`src/rtl/pw_pkg.sv`:
```
// Shared definitions for the login stage: FSM states, sizes and the per-player password table.
package pw_pkg;

    localparam int PW_DIGITS = 6;
    localparam int ADDR_W    = 5;
    localparam int PW_W      = 4 * PW_DIGITS;
    localparam int CNT_W     = 3;
    localparam int N_PLAYERS = 1 << ADDR_W;

    typedef enum logic [2:0] {
        S_IDLE,
        S_ENTER,
        S_CHECK,
        S_LOGGED_IN,
        S_LOGOUT
    } state_t;

    // Unlisted players fall back to an all-zero password.
    localparam logic [PW_W-1:0] PW_TABLE [N_PLAYERS] = '{
        1:       24'hDA5A55,
        default: 24'h000000
    };

endpackage

```
`src/rtl/password_rom.sv`:
```
// Combinational player-address to stored-password lookup.
module password_rom
    import pw_pkg::*;
(
    input  logic [ADDR_W-1:0] i_addr,
    output logic [PW_W-1:0]   o_pw
);

    assign o_pw = PW_TABLE[i_addr];

endmodule

```
`src/rtl/password_handler.sv`:
```
// Login stage: collects a hex password digit by digit, verifies it against the ROM,
// and holds the session until the game controller requests logout.
module password_handler
    import pw_pkg::*;
(
    input  logic              clk,
    input  logic              rst,
    input  logic [3:0]        Switches,
    input  logic              PasswordButton,
    input  logic              MatchedID,
    input  logic [ADDR_W-1:0] PlayerAddress_from_ID,
    input  logic              LogoutCommand_from_GC,
    input  logic              isGuest_from_ID,
    output logic              LoggedOut,
    output logic              LoggedIn,
    output logic              isGuest_to_GC,
    output logic              Logout_to_ID,
    output logic [ADDR_W-1:0] PlayerAddress_to_GC
);

    state_t             r_state, w_state_nxt;
    logic [CNT_W-1:0]   r_cnt, w_cnt_nxt;
    logic [PW_W-1:0]    r_shreg, w_shreg_nxt;
    logic               r_chk_armed, w_chk_armed_nxt;
    logic               r_match, w_match_nxt;
    logic               r_logged_in, w_logged_in_nxt;
    logic               r_logged_out, w_logged_out_nxt;
    logic               r_guest, w_guest_nxt;
    logic               r_logout, w_logout_nxt;
    logic [ADDR_W-1:0]  r_addr, w_addr_nxt;
    logic [PW_W-1:0]    w_rom_pw;

    password_rom u_rom (
        .i_addr (PlayerAddress_from_ID),
        .o_pw   (w_rom_pw)
    );

    always_ff @(posedge clk) begin
        if (!rst) begin
            r_state      <= S_IDLE;
            r_cnt        <= '0;
            r_shreg      <= '0;
            r_chk_armed  <= 1'b0;
            r_match      <= 1'b0;
            r_logged_in  <= 1'b0;
            r_logged_out <= 1'b1;
            r_guest      <= 1'b0;
            r_logout     <= 1'b0;
            r_addr       <= '0;
        end else begin
            r_state      <= w_state_nxt;
            r_cnt        <= w_cnt_nxt;
            r_shreg      <= w_shreg_nxt;
            r_chk_armed  <= w_chk_armed_nxt;
            r_match      <= w_match_nxt;
            r_logged_in  <= w_logged_in_nxt;
            r_logged_out <= w_logged_out_nxt;
            r_guest      <= w_guest_nxt;
            r_logout     <= w_logout_nxt;
            r_addr       <= w_addr_nxt;
        end
    end

    always_comb begin
        w_state_nxt      = r_state;
        w_cnt_nxt        = r_cnt;
        w_shreg_nxt      = r_shreg;
        w_chk_armed_nxt  = r_chk_armed;
        w_match_nxt      = r_match;
        w_logged_in_nxt  = r_logged_in;
        w_logged_out_nxt = r_logged_out;
        w_guest_nxt      = r_guest;
        w_addr_nxt       = r_addr;
        w_logout_nxt     = 1'b0;

        case (r_state)
            S_IDLE: begin
                if (MatchedID) begin
                    if (isGuest_from_ID) begin
                        w_state_nxt      = S_LOGGED_IN;
                        w_logged_in_nxt  = 1'b1;
                        w_logged_out_nxt = 1'b0;
                        w_guest_nxt      = 1'b1;
                        w_addr_nxt       = PlayerAddress_from_ID;
                    end else begin
                        w_state_nxt = S_ENTER;
                        w_cnt_nxt   = '0;
                        w_shreg_nxt = '0;
                    end
                end
            end

            S_ENTER: begin
                if (!MatchedID) begin
                    w_state_nxt = S_IDLE;
                    w_cnt_nxt   = '0;
                    w_shreg_nxt = '0;
                end else if (PasswordButton) begin
                    w_shreg_nxt = {r_shreg[PW_W-5:0], Switches};
                    w_cnt_nxt   = r_cnt + 1'b1;
                    if (r_cnt == CNT_W'(PW_DIGITS - 1)) begin
                        w_state_nxt     = S_CHECK;
                        w_chk_armed_nxt = 1'b0;
                    end
                end
            end

            // First CHECK cycle registers the comparison; the second acts on it.
            S_CHECK: begin
                if (!MatchedID) begin
                    w_state_nxt = S_IDLE;
                    w_cnt_nxt   = '0;
                    w_shreg_nxt = '0;
                end else if (!r_chk_armed) begin
                    w_chk_armed_nxt = 1'b1;
                    w_match_nxt     = (r_shreg == w_rom_pw);
                end else if (r_match) begin
                    w_state_nxt      = S_LOGGED_IN;
                    w_logged_in_nxt  = 1'b1;
                    w_logged_out_nxt = 1'b0;
                    w_guest_nxt      = 1'b0;
                    w_addr_nxt       = PlayerAddress_from_ID;
                end else begin
                    w_state_nxt = S_ENTER;
                    w_cnt_nxt   = '0;
                    w_shreg_nxt = '0;
                end
            end

            S_LOGGED_IN: begin
                if (LogoutCommand_from_GC) begin
                    w_state_nxt      = S_LOGOUT;
                    w_logged_in_nxt  = 1'b0;
                    w_logged_out_nxt = 1'b1;
                    w_guest_nxt      = 1'b0;
                    w_addr_nxt       = '0;
                    w_logout_nxt     = 1'b1;
                end
            end

            // Hold here until the ID handler drops its stale match.
            S_LOGOUT: begin
                if (!MatchedID) begin
                    w_state_nxt = S_IDLE;
                end
            end

            default: begin
                w_state_nxt = S_IDLE;
            end
        endcase
    end

    assign LoggedIn            = r_logged_in;
    assign LoggedOut           = r_logged_out;
    assign isGuest_to_GC       = r_guest;
    assign Logout_to_ID        = r_logout;
    assign PlayerAddress_to_GC = r_addr;

endmodule

```
`config.mk`:
```
export PLATFORM = sky130hd
export DESIGN_NAME = password_handler
export DESIGN_NICKNAME = d
export VERILOG_FILES = /design/src/rtl/pw_pkg.sv /design/src/rtl/password_rom.sv /design/src/rtl/password_handler.sv
export SDC_FILE = /design/constraint.sdc
export NUM_CORES = 1
export LEC_CHECK = 0
export BUFFER_PORTS_ARGS = -buffer_cell sky130_fd_sc_hd__buf_2
export CAP_MARGIN = 20
export CELL_PAD_IN_SITES_DETAIL_PLACEMENT = 1
export CELL_PAD_IN_SITES_GLOBAL_PLACEMENT = 2
export CORE_ASPECT_RATIO = 0.8
export CORE_MARGIN = 5
export CORE_UTILIZATION = 37
export CTS_BUF_LIST = sky130_fd_sc_hd__clkbuf_4
export DETAILED_ROUTE_END_ITERATION = 16
export GPL_ROUTABILITY_DRIVEN = 1
export PLACE_DENSITY_LB_ADDON = 0.1
export SYNTH_ARGS = -nofsm -noshare
export SYNTH_HDL_FRONTEND = slang
export SYNTH_HIERARCHICAL = 1
export SYNTH_SLANG_ARGS = --single-unit
```
`constraint.sdc`:
```
create_clock -name clk -period 2.7 [get_ports clk]
set_clock_uncertainty 0.1 [all_clocks]
set_input_delay 0.54 -clock clk [delete_from_list [all_inputs] [get_ports clk]]
set_output_delay 0.54 -clock clk [all_outputs]
set_load 0.1 [all_outputs]
```
==> results.ini <==
[placement]
io_buffers=23
dp_hpwl_mm=3.43
placed_area_mm2=0.00231
gp_congestion=0.736
dp.cells=347

[floorplan]
die_height_um=80.6
fp.coreArea_mm2=0.00597
die_w_um=98.2
num_rows=25
start_util=0.386
dieArea_mm2=0.00792
io_pins=24

[detailed_routing]
drtPass1Iterations=4
antenna_left=0
wl_met2_mm=2.11
drtIter0Drc=70
wire_per_inst_um=13.7
drt_wl_total_mm=4.87
met1Wirelength_mm=2.55
via_count=1679
drc=0
routed.top_layer=met4
route.met3.wl_um=130
routed_via_density=4.73

[clock_network]
cts_setup_buffers=0
clk_pin_slew_ns=0.12
h-tree-depth=2
clkLatencyLatePin_ns=0.34
clockBufferDepth=2
root_buffer=clkbuf_4
cts_buffers=5
cts_tree=yes
clock-sinks=41
cts_hold_buf=0
cts_resized=0

[worst_setup_path]
slowest_stage=dfxtp_1
end_kind=flip-flop
crit_fanout=27
cp_top_family=flip-flops
required_ns=2.87
critPathMaxStageDelay_ns=0.60
reg2reg_from=r_state[1]
worstPathArrival_ns=2.04
r2r_setup_slack_ns=0.83
path_buf_inv=1
critPathKind=flip-flop to flip-flop
r2r-end=r_shreg[12]
startpoint_type=flip-flop
r2r_cells=5
crit_chain=nor2_1, a21oi_1, o31a_1, buf_4, mux2i_1

[final_layout]
drive_gt1_frac=0.135
antenna_cells=0
instances_no_fill=355
final_area_mm2=0.00236
fillers=724
area_growth_pct=2.33
final_nets=290

[global_route]
grt_max_degree=28
grt-ovfl-total=0
antenna_found_initial=0
grt_pass1_wl_mm=8.48
grt_usage=0.135
first_global_vias=1714

[timing]
fin_tns_setup_ns=0
setup_viol=0
rsz0062_at_grt=no
holdWs_ns=0.325
max_freq_mhz=535
fin_crit_sh=0.692
finalMaxSlewViolations=0
period_needed_ns=1.87
finalHoldViolCount=0

[synth]
synth_seq_area_share=0.356
synth_area_mm2=0.00230
synthArstFlopShare=0
yosysUniqueCellTypes=41
ys.flop_type=dfxtp_1
ys_ff_latch=41
avgSynthCellArea_um2=8.66
yosys_warnings=6
synthCells=266
synth_edf_count=0

[worst_hold_path]
min_to=r_shreg[3]
hold_class=input port to flip-flop
min-delay-start=Switches[3]
holdPathStages=3

[run]
cap_viol_max_count=0

[run_status]
status=completed

[power]
comb_power_share=0.208
p_sw_mw=0.382
total_leakage_power_nw=1.04
swShare=0.325
p_int_mw=0.794
peakVddDrop_uv=255
p_clk_frac=0.249
power.density_mw_per_mm2=498
p_total_mw=1.18
seq_power_share=0.543

## cell usage after synthesis (2+ instances only)
| master | n | area, µm² |
|---|---|---|
| a21oi_1 | 8 | 40.0 |
| a311oi_1 | 2 | 17.5 |
| a31o_1 | 2 | 17.5 |
| and2_1 | 2 | 12.5 |
| buf_12 | 2 | 40.0 |
| buf_2 | 4 | 20.0 |
| buf_4 | 24 | 180 |
| buf_6 | 3 | 33.8 |
| clkbuf_1 | 4 | 15.0 |
| dfxtp_1 | 41 | 821 |
| ha_1 | 2 | 25.0 |
| inv_1 | 4 | 15.0 |
| mux2i_1 | 30 | 300 |
| nand2_1 | 67 | 251 |
| nand2b_1 | 5 | 31.3 |
| nand3_1 | 3 | 15.0 |
| nor2_1 | 5 | 18.8 |
| nor2b_1 | 3 | 18.8 |
| nor3_1 | 4 | 20.0 |
| nor4_1 | 5 | 31.3 |
| o21ai_0 | 2 | 10.0 |
| o22ai_1 | 2 | 12.5 |
| o31ai_1 | 2 | 15.0 |
| xor2_1 | 23 | 201 |
## metal layers
metal  global-route usage  vias to the layer above
met4               0.0491                        0
met1                0.184                      789
met2                0.206                       22
li1                     -                      862
met3               0.0330                        6
met5                    0                        -
## worst register-to-register path: stages (launching register included)
cell,delay [ns]
dfxtp_1,0.60
nor2_1,0.14
a21oi_1,0.17
o31a_1,0.14
buf_4,0.40
mux2i_1,0.25
## cells in the final DEF, fill, tap and decap left out, types with 2 or more instances in the layout
cell type	synthesis	final
buf_2	4	23
xor2_1	23	23
o31ai_1	2	2
o22ai_1	2	2
o21ai_0	2	2
mux2i_1	30	30
nand2_1	67	67
a31o_1	2	2
nand3_1	3	3
inv_1	4	4
nand2b_1	5	5
conb_1	1	11
clkinv_1	0	2
and2_1	2	2
clkbuf_4	0	5
ha_1	2	2
a311oi_1	2	2
a21oi_1	8	8
nor2b_1	3	3
nor4_1	5	5
buf_4	24	4
dfxtp_1	41	41
nor2_1	5	5
nor3_1	4	4
## state kept, by name, summed over array words and instances, names as in the netlist, 3 cells and up
register / cells
PlayerAddress_to_GC: 5
r_cnt: 3
r_shreg: 24
r_state: 3
## power by group through the flow
stage	logic [mW]	clock network, mW	registers [mW]
after global routing	0.264	0.349	0.642
after detailed placement	0.246	0	0.651
after CTS	0.247	0.318	0.638
after global placement	0.246	0	0.652
after floorplan	0.178	0	0.707
final	0.244	0.293	0.638
## worst max path at each step
stage | start | endpoint | slack, ns | cells after the start
2_1_floorplan | PlayerAddress_from_ID[3] | r_match | 0.39 | 7
3_3_place_gp | PlayerAddress_from_ID[3] | r_match | 0.56 | 8
3_5_place_dp | PlayerAddress_from_ID[3] | r_match | 0.52 | 8
4_1_cts | r_state[1] | r_shreg[12] | 0.83 | 5
5_1_grt | r_state[1] | r_shreg[12] | 0.68 | 5
6_report | r_state[1] | r_shreg[12] | 0.83 | 5
## area by class of cell
cell class | count | area, µm² | area share
Multi-Input combinational cell | 193 | 1220 | 0.518
Sequential cell | 41 | 821 | 0.348
Timing Repair Buffer | 27 | 145 | 0.0615
Tap cell | 81 | 101 | 0.0430
Clock buffer | 5 | 37.5 | 0.0159
Inverter | 5 | 18.8 | 0.00796
Clock inverter | 3 | 12.5 | 0.00531
## kinds of logic (layout without fill, tap and decap cells)
family,count (synthesis),after routing,synth area share
xor gates and xnor gates,24,24,0.0912
buffers and inverters,42,40,0.134
and+or+nand+nor,103,103,0.210
other,1,11,0.00163
AOI/OAI and AO/OA,23,23,0.0668
adders and majority gates,2,2,0.0109
DFF,41,41,0.356
muxes,30,30,0.130
## stage by stage
step / utilization / setup slack [ns]
floorplan: - / 0.391
global placement: 0.386 / 0.564
detailed placement: 0.386 / 0.522
CTS: 0.395 / 0.829
global route: 0.395 / 0.680
finish: 0.395 / 0.831
Power figures use the tool's default switching activity.
